### src/rtl/ctrl_pkg.sv
`default_nettype none
// ============================================================================
// Module      : ctrl_pkg
// Description : Shared types and constants for the control sequencer.
//               - ctrl_word_t : packed control word driven to the datapath
//               - CTRL_DEFAULT: control word produced before any decode override
//               - instrType and opcode constants
//               - ctrl_state_t: sequencer state encoding
// Revision    : 1.0 - initial release
// ============================================================================
package ctrl_pkg;

  typedef struct packed {
    logic       we_reg;
    logic       pcControl;
    logic       memory_en;
    logic       aluBsel;
    logic       aluAsel;
    logic       jump;
    logic       branch;
    logic       muldiv;
    logic       illegal;
    logic [1:0] wdSelect;    // 00 ALU, 01 memory, 10 PC+4, 11 imm
    logic [1:0] store_size;  // 00 byte, 01 half, 10 word, 11 no store
  } ctrl_word_t;

  localparam ctrl_word_t CTRL_DEFAULT = '{
    we_reg:     1'b0,
    pcControl:  1'b0,
    memory_en:  1'b0,
    aluBsel:    1'b0,
    aluAsel:    1'b1,
    jump:       1'b0,
    branch:     1'b0,
    muldiv:     1'b0,
    illegal:    1'b0,
    wdSelect:   2'b00,
    store_size: 2'b11
  };

  // instrType encodings
  localparam logic [2:0] c_IT_U = 3'b001;
  localparam logic [2:0] c_IT_J = 3'b010;
  localparam logic [2:0] c_IT_B = 3'b011;
  localparam logic [2:0] c_IT_I = 3'b100;
  localparam logic [2:0] c_IT_S = 3'b101;
  localparam logic [2:0] c_IT_R = 3'b110;

  // Opcodes the decoder distinguishes
  localparam logic [6:0] c_OPC_AUIPC  = 7'b0010111;
  localparam logic [6:0] c_OPC_JALR   = 7'b1100111;
  localparam logic [6:0] c_OPC_LOAD   = 7'b0000011;
  localparam logic [6:0] c_OPC_OPIMM  = 7'b0010011;
  localparam logic [6:0] c_OPC_OP     = 7'b0110011;
  localparam logic [6:0] c_OPC_SYSTEM = 7'b1110011;
  localparam logic [6:0] c_OPC_FENCE  = 7'b0001111;

  typedef enum logic [1:0] {
    S_IDLE     = 2'd0,
    S_HOLD     = 2'd1,
    S_MEM_WAIT = 2'd2,
    S_MD_WAIT  = 2'd3
  } ctrl_state_t;

endpackage
`default_nettype wire

### src/rtl/ctrl_decode.sv
`default_nettype none
// ============================================================================
// Module      : ctrl_decode
// Description : Purely combinational decode of instruction fields into a
//               ctrl_word_t.
// Ports       : i_instr_type [2:0] - instruction format class
//               i_op         [6:0] - opcode
//               i_funct3     [2:0] - funct3 field
//               i_funct7_0         - instruction bit 25
//               o_word             - decoded control word
// Revision    : 1.0 - initial release
// ============================================================================
module ctrl_decode
  import ctrl_pkg::*;
#(
  parameter int EN_MULDIV = 1
) (
  input  logic [2:0] i_instr_type,
  input  logic [6:0] i_op,
  input  logic [2:0] i_funct3,
  input  logic       i_funct7_0,
  output ctrl_word_t o_word
);

  ctrl_word_t w_word;

  always_comb begin
    w_word = CTRL_DEFAULT;
    case (i_instr_type)
      c_IT_U: begin
        w_word.we_reg = 1'b1;
        if (i_op == c_OPC_AUIPC) begin
          w_word.aluAsel  = 1'b0;
          w_word.wdSelect = 2'b00;
        end else begin
          w_word.wdSelect = 2'b11;
        end
      end
      c_IT_J: begin
        w_word.we_reg    = 1'b1;
        w_word.pcControl = 1'b1;
        w_word.jump      = 1'b1;
        w_word.wdSelect  = 2'b10;
        w_word.aluAsel   = 1'b0;
      end
      c_IT_B: begin
        w_word.branch    = 1'b1;
        w_word.pcControl = 1'b1;
        w_word.wdSelect  = 2'b10;
        w_word.aluAsel   = 1'b0;
      end
      c_IT_I: begin
        case (i_op)
          c_OPC_JALR: begin
            w_word.we_reg    = 1'b1;
            w_word.pcControl = 1'b1;
            w_word.jump      = 1'b1;
            w_word.wdSelect  = 2'b10;
          end
          c_OPC_LOAD: begin
            w_word.we_reg    = 1'b1;
            w_word.memory_en = 1'b1;
            w_word.wdSelect  = 2'b01;
          end
          c_OPC_OPIMM: begin
            w_word.we_reg = 1'b1;
          end
          default: begin
            w_word.illegal = 1'b1;
          end
        endcase
      end
      c_IT_S: begin
        w_word.memory_en = 1'b1;
        case (i_funct3)
          3'b000:  w_word.store_size = 2'b00;
          3'b001:  w_word.store_size = 2'b01;
          3'b010:  w_word.store_size = 2'b10;
          default: begin
            w_word.store_size = 2'b11;
            w_word.illegal    = 1'b1;
          end
        endcase
      end
      c_IT_R: begin
        w_word.aluBsel = 1'b1;
        // SYSTEM and FENCE share the R slot but never write a register
        w_word.we_reg  = !((i_op == c_OPC_SYSTEM) || (i_op == c_OPC_FENCE));
        w_word.muldiv  = (EN_MULDIV != 0) && (i_op == c_OPC_OP) && i_funct7_0;
      end
      default: begin
        w_word.illegal = 1'b1;
      end
    endcase
  end

  assign o_word = w_word;

endmodule
`default_nettype wire

### src/rtl/control_seq.sv
`default_nettype none
// ============================================================================
// Module      : control_seq
// Description : Registered, handshaked control stage. Decodes instruction
//               fields into a held control word and sequences multi-cycle
//               loads/stores (wait for mem_done) and MUL/DIV (fixed latency).
// Ports       : CLK, RESET (async, active-high)
//               in_valid/in_ready    - upstream handshake (in_ready is comb)
//               op, instrType, funct3, funct7_0 - decode fields
//               flush                - drop held / in-flight work
//               out_valid/out_ready  - downstream handshake
//               we_reg..store_size   - registered control word
//               mem_done             - memory completion (MEM_WAIT only)
//               busy                 - high in MEM_WAIT or MD_WAIT
// Revision    : 1.0 - initial release
// ============================================================================
module control_seq
  import ctrl_pkg::*;
#(
  parameter int EN_MULDIV     = 1,
  parameter int MULDIV_CYCLES = 4
) (
  input  logic       CLK,
  input  logic       RESET,
  input  logic       in_valid,
  output logic       in_ready,
  input  logic [6:0] op,
  input  logic [2:0] instrType,
  input  logic [2:0] funct3,
  input  logic       funct7_0,
  input  logic       flush,
  output logic       out_valid,
  input  logic       out_ready,
  output logic       we_reg,
  output logic       pcControl,
  output logic       memory_en,
  output logic       aluBsel,
  output logic       aluAsel,
  output logic       jump,
  output logic       branch,
  output logic       muldiv,
  output logic       illegal,
  output logic [1:0] wdSelect,
  output logic [1:0] store_size,
  input  logic       mem_done,
  output logic       busy
);

  localparam int                 c_CNT_W   = $clog2(MULDIV_CYCLES + 1);
  localparam logic [c_CNT_W-1:0] c_MD_LOAD = c_CNT_W'(MULDIV_CYCLES - 1);

  ctrl_state_t        r_state;
  ctrl_word_t         r_word;
  logic [c_CNT_W-1:0] r_cnt;
  logic               r_out_valid;
  logic               r_busy;

  ctrl_word_t         w_dec;
  logic               w_accept;

  ctrl_decode #(
    .EN_MULDIV (EN_MULDIV)
  ) u_decode (
    .i_instr_type (instrType),
    .i_op         (op),
    .i_funct3     (funct3),
    .i_funct7_0   (funct7_0),
    .o_word       (w_dec)
  );

  // In HOLD a new word may only replace the held one when the held word
  // retires this cycle and does not itself need a wait state.
  always_comb begin
    in_ready = 1'b0;
    if (!RESET && !flush) begin
      case (r_state)
        S_IDLE:  in_ready = 1'b1;
        S_HOLD:  in_ready = out_ready & !r_word.memory_en & !r_word.muldiv;
        default: in_ready = 1'b0;
      endcase
    end
  end

  assign w_accept = in_valid & in_ready;

  always_ff @(posedge CLK or posedge RESET) begin
    if (RESET) begin
      r_state     <= S_IDLE;
      r_word      <= CTRL_DEFAULT;
      r_cnt       <= '0;
      r_out_valid <= 1'b0;
      r_busy      <= 1'b0;
    end else if (flush && (r_state != S_MEM_WAIT)) begin
      // A committed memory access cannot be recalled, so MEM_WAIT ignores flush
      r_state     <= S_IDLE;
      r_word      <= CTRL_DEFAULT;
      r_cnt       <= '0;
      r_out_valid <= 1'b0;
      r_busy      <= 1'b0;
    end else begin
      case (r_state)
        S_IDLE: begin
          if (w_accept) begin
            r_word      <= w_dec;
            r_state     <= S_HOLD;
            r_out_valid <= 1'b1;
          end
        end
        S_HOLD: begin
          if (out_ready) begin
            if (r_word.memory_en) begin
              r_state     <= S_MEM_WAIT;
              r_out_valid <= 1'b0;
              r_busy      <= 1'b1;
            end else if (r_word.muldiv) begin
              r_state     <= S_MD_WAIT;
              r_cnt       <= c_MD_LOAD;
              r_out_valid <= 1'b0;
              r_busy      <= 1'b1;
            end else if (w_accept) begin
              r_word      <= w_dec;
            end else begin
              r_state     <= S_IDLE;
              r_out_valid <= 1'b0;
            end
          end
        end
        S_MEM_WAIT: begin
          if (mem_done) begin
            r_state <= S_IDLE;
            r_busy  <= 1'b0;
          end
        end
        S_MD_WAIT: begin
          if (r_cnt == '0) begin
            r_state <= S_IDLE;
            r_busy  <= 1'b0;
          end else begin
            r_cnt <= r_cnt - 1'b1;
          end
        end
        default: begin
          r_state     <= S_IDLE;
          r_out_valid <= 1'b0;
          r_busy      <= 1'b0;
        end
      endcase
    end
  end

  assign out_valid  = r_out_valid;
  assign busy       = r_busy;
  assign we_reg     = r_word.we_reg;
  assign pcControl  = r_word.pcControl;
  assign memory_en  = r_word.memory_en;
  assign aluBsel    = r_word.aluBsel;
  assign aluAsel    = r_word.aluAsel;
  assign jump       = r_word.jump;
  assign branch     = r_word.branch;
  assign muldiv     = r_word.muldiv;
  assign illegal    = r_word.illegal;
  assign wdSelect   = r_word.wdSelect;
  assign store_size = r_word.store_size;

endmodule
`default_nettype wire

### config.mk
export PLATFORM = sky130hd
export DESIGN_NAME = control_seq
export DESIGN_NICKNAME = d
export VERILOG_FILES = /design/src/rtl/ctrl_pkg.sv /design/src/rtl/ctrl_decode.sv /design/src/rtl/control_seq.sv
export SDC_FILE = /design/constraint.sdc
export NUM_CORES = 1
export LEC_CHECK = 0
export ABC_AREA = 1
export BUFFER_PORTS_ARGS = -buffer_cell sky130_fd_sc_hd__buf_2
export CORE_MARGIN = 2
export CORE_UTILIZATION = 45
export CTS_CLUSTER_DIAMETER = 30
export DETAILED_ROUTE_END_ITERATION = 6
export PLACE_DENSITY = 0.68
export SKIP_CTS_REPAIR_TIMING = 1
export SLEW_MARGIN = 15
export SYNTH_ARGS = -nofsm -noshare
export SYNTH_HDL_FRONTEND = slang
export SYNTH_SLANG_ARGS = --single-unit
### constraint.sdc
create_clock -name CLK -period 3.9 [get_ports CLK]
set_input_delay 0.39 -clock CLK [delete_from_list [all_inputs] [get_ports CLK]]
set_output_delay 0.39 -clock CLK [all_outputs]
set_load 0.02 [all_outputs]
### After elaboration in Yosys (flattened, before gate mapping)

Cells that the tools add are included.

* word-level logic and storage cells: 134
* output and inout bits: 16
* input bits: 20
* register bits after elaboration: 20

* $add $sub $neg: 1
* muxes and demuxes: 58
* reduce and logical (&&, ||, !) cells: 27
* bitwise gates (word level): 3
* equality and inequality tests: 30

Operator list (count)
* two-way mux 13 bit: 6
* inequality test 3 bit, second input constant: 9
* case mux 13 bit (2 select lines): 1
* two-way mux 1 bit: 22
* two-way mux 2 bit: 10
* two-way mux 3 bit: 5
* AND reduction 5 bit: 3
* equality test 7 x 5 -> 1 bit, second input constant: 2
* equality test 7 bit, second input constant: 2
* case mux 1 bit (2 select lines): 6
* case mux 2 bit (3 select lines): 2
* equality test 3 x 2 -> 1 bit, second input constant: 3
* equality test 3 bit, second input constant: 3
* case mux 1 bit (3 select lines): 3
* case mux 2 bit (4 select lines): 1
* AND reduction 4 bit: 2
* equality test 7 x 2 -> 1 bit, second input constant: 1
* equality test 7 x 4 -> 1 bit, second input constant: 1
* equality test 7 x 6 -> 1 bit, second input constant: 1
* equality test 3 x 1 -> 1 bit, second input constant: 2
* logical NOT 3 bit: 2
* case mux 3 bit (2 select lines): 1
* AND reduction 6 bit: 1
* nonzero test 3 bit: 2
* 17 further kinds: 28

### Logic depth before layout (Yosys ltp)

* depth in word-level cells: 12
* mapped depth: 15
* mapped depth without buffers: 14

### By module

A second synthesis with hierarchy kept.

* cell total of the unflattened synthesis: 224
* area, all modules: 1542.7 µm²

By module, submodules not included
* control_seq: times used 1, seq. area each 504.2 µm², area an instance 1209.9 µm², cells an instance 159
* ctrl_decode: times used 1, seq. area each 0.0 µm², area an instance 332.8 µm², cells an instance 65

### Worst setup path after synthesis

OpenSTA, ideal clock, no wires.

* path type: register to output
* start: register r_state[1]
* end: output port in_ready
* cell stages (with the launch flop): 8
* required time: 3.510 ns
* arrival: 1.404 ns
* path buffers: 1
* path slack: 2.106 ns
* path through: dfrtp_1 -> inv_1 -> ha_1 -> buf_6 -> nand2_2 -> inv_2 -> nand2_2 -> a21boi_0

* word-level cells in the longest chain between the ends: 3
* elaborated cells between the ends (all ways): 4
* those cells by class: eq/ne: 1; mux: 2; reduce/logical: 1

Ends and longest elaborated chain
* from (decl): line control_seq.sv:52 `ctrl_state_t r_state;`
* from (signal assigned): line control_seq.sv:88 `r_state <= S_IDLE;`
* from (signal assigned): line control_seq.sv:95 `r_state <= S_IDLE;`
* from (signal assigned): line control_seq.sv:105 `r_state <= S_HOLD;`
* equality test 2 x 1 -> 1 bit / logical NOT 2 bit (equally long branches): line control_seq.sv:76 `case (r_state)`
* case mux 1 bit (2 select lines) (*): line control_seq.sv:76
* two-way mux 1 bit (*): line control_seq.sv:75 `if (!RESET && !flush) begin`
* to (decl): line control_seq.sv:26 `output logic in_ready,`

Every way passes the cells marked *; elsewhere a longest branch is shown, timed or not.

### Final worst setup path

Ends and elaborated chain as after synthesis.

==> metrics.cfg <==
[sta]
slew_headroom_pct = 47.8
setup_viol = 0
drv_slew = 0
skew_ns = 0.00107
tns_ns = 0
rsz0062_at_grt = no
finalWorstSetupSlack_ns = 1.73
period_share_pct = 55.6
max_slew.worst_pin.slew_ns = 0.783
final_hold_viol_count = 0
fmax_mhz = 461
period_needed_ns = 2.17

[clocking]
cts_inserted_buffers = 3
root_buffer = clkbuf_4
cts_sinks = 20
cts_buffer_depth = 2
clk_latency_ns = 0.32
path_clk_slew_ns = 0.12
cts_tree = yes
htree_levels = 1

[global_routing]
antenna_found_initial = 0
grt_usage_pct = 17.7
grt_pass1_vias = 1356
grt_first_pass_wirelength_mm = 5.74
grt_max_degree = 21
grt-ovfl-total = 0

[synth]
yosysWarningCount = 0
seq_area_frac_synth_pct = 31.8
synth_cells = 232
synth_seq_cells = 20
synth_area_um2 = 1580
synthArstFlopShare_pct = 100
ys_types = 30
syn_avg_cell_area_um2 = 6.83
synth-edff-count = 0
ys.flop_type = dfrtp_1
synthesis.nets = 258

[finish]
nets = 295
largest_reg_flops = 3
antenna_cells = 0
stdcell_area_um2 = 1840
fin_util_pct = 54.8
drive_above_1_share_pct = 24.6
top_register = r_cnt
layout_common_cells = nand2_1 (75), inv_1 (36), buf_2 (35)
layout_commonest_cell = nand2_1
area_growth_pct = 16.3

[route]
viasPerCell = 4.77
drc = 0
wl_per_cell_um = 10.5
wl_mm = 3.30
antenna_left = 0
vias = 1498
dr.pass1.iters = 4
detail_route.iter0.violations = 76

[floorplanning]
die_h_um = 63.3
ioPinCount = 36
die_width_um = 63.3
core_um2 = 3360
start_util_pct = 47.1
rows = 21
dieArea_um2 = 4010

[worst_setup_path]
start_kind = flip-flop
cp_cell_sequence = inv_1, ha_1, nand2_2, inv_2, nand2_2, a21boi_0, buf_2
crit_slowest_cell = dfrtp_1
reg2reg_to = aluAsel$_DFFE_PP1P_
rrSetupSlack_ns = 1.75
cp.arrival_ns = 1.78
crit_path_max_fanout = 8
critPathKind = reg2out
ff2ff_path_depth = 12
cp_num_cells = 7
cp_data_required_time_ns = 3.51
end_kind = output port
worst_path_most_repeated_cell = nand2_2
slowest_delay_ns = 0.46
critical_path_buf_inv_count = 3
timing.rr.start = r_state[0]$_DFFE_PP0P_
critPathTopFamily = flip-flops

[placement]
gp_congestion = 0.818
dp_slack_ns = 1.77
placed_area_um2 = 1790
dp_hpwl_mm = 2.66
io_buffers = 35

[worst_hold_path]
min_path_type = in2async

[run_status]
outcome = finished, final reports clean

[power]
ir_drop_uv = 189
power_uw = 986
p_per_area_nw_per_um2 = 535
p_leak_nw = 1.05

[job]
drv_cap = 0

where the power goes:
group          internal (mW)  total, mW  switching [mW]
combinational          0.168      0.501           0.334
sequential             0.268      0.309          0.0415
clock                  0.104      0.175          0.0715
per-stage QoR:
stage | hold WS (ns) | std cells
floorplan | 0.352 | 232
global placement | 0.452 | 310
detailed placement | 0.458 | 310
CTS | 0.243 | 314
global route | 0.297 | 314
finish | 0.204 | 314
metal layers:
metal | GRT usage [%] | up-vias | wire length, um
met3 | 1.07 | 5 | 103
met1 | 23.2 | 660 | 1650
li1 | - | 801 | -
met4 | 6.52 | 0 | 55
met5 | 0 | - | 0
met2 | 30.7 | 32 | 1490
synthesized netlist by cell type, types with 2 or more instances:
master / number / area (um^2)
nand2_1: 75 / 282
inv_1: 36 / 135
nor2_1: 19 / 71.3
dfrtp_1: 17 / 425
nand3_1: 16 / 80.1
o21ai_0: 10 / 50.1
nand2_2: 7 / 43.8
ha_1: 6 / 75.1
nand4_1: 6 / 37.5
nand2_4: 5 / 56.3
nor3_1: 5 / 25.0
a21oi_1: 3 / 15.0
dfstp_2: 3 / 78.8
o21ai_2: 3 / 26.3
a21boi_0: 2 / 15.0
buf_6: 2 / 22.5
inv_2: 2 / 7.51
nor2_4: 2 / 22.5
o21bai_1: 2 / 15.0
worst max-delay path by stage:
stage	slack, ns	endpoint	from
finish	1.73	in_ready	r_state[1]$_DFFE_PP0P_
detailed placement	1.77	store_size[1]$_DFFE_PP1P_	r_state[0]$_DFFE_PP0P_
CTS	1.72	in_ready	r_state[1]$_DFFE_PP0P_
global placement	1.83	store_size[1]$_DFFE_PP1P_	r_state[0]$_DFFE_PP0P_
floorplan	2.11	in_ready	r_state[1]$_DFFE_PP0P_
global route	1.53	r_state[0]$_DFFE_PP0P_	r_state[0]$_DFFE_PP0P_
layout make-up:
| class | count | area [um^2] |
|---|---|---|
| clock inverters | 1 | 30.0 |
| repair buffers | 35 | 175 |
| fillers | 368 | 1520 |
| multi-input cells | 171 | 910 |
| flip-flops and latches | 20 | 504 |
| inverters | 38 | 143 |
| clock buffers | 3 | 22.5 |
| well taps | 46 | 57.6 |
kinds of logic (layout without fill, tap and decap cells):
| family | after synthesis | after routing | synth area share, % |
|---|---|---|---|
| and+or+nand+nor | 141 | 141 | 43.3 |
| buffers and inverters | 41 | 77 | 10.7 |
| AOI/OAI and AO/OA | 24 | 24 | 9.40 |
| DFF | 20 | 20 | 31.8 |
| adders and majority gates | 6 | 6 | 4.74 |
Note: power is estimated with default switching activity, not from simulation.
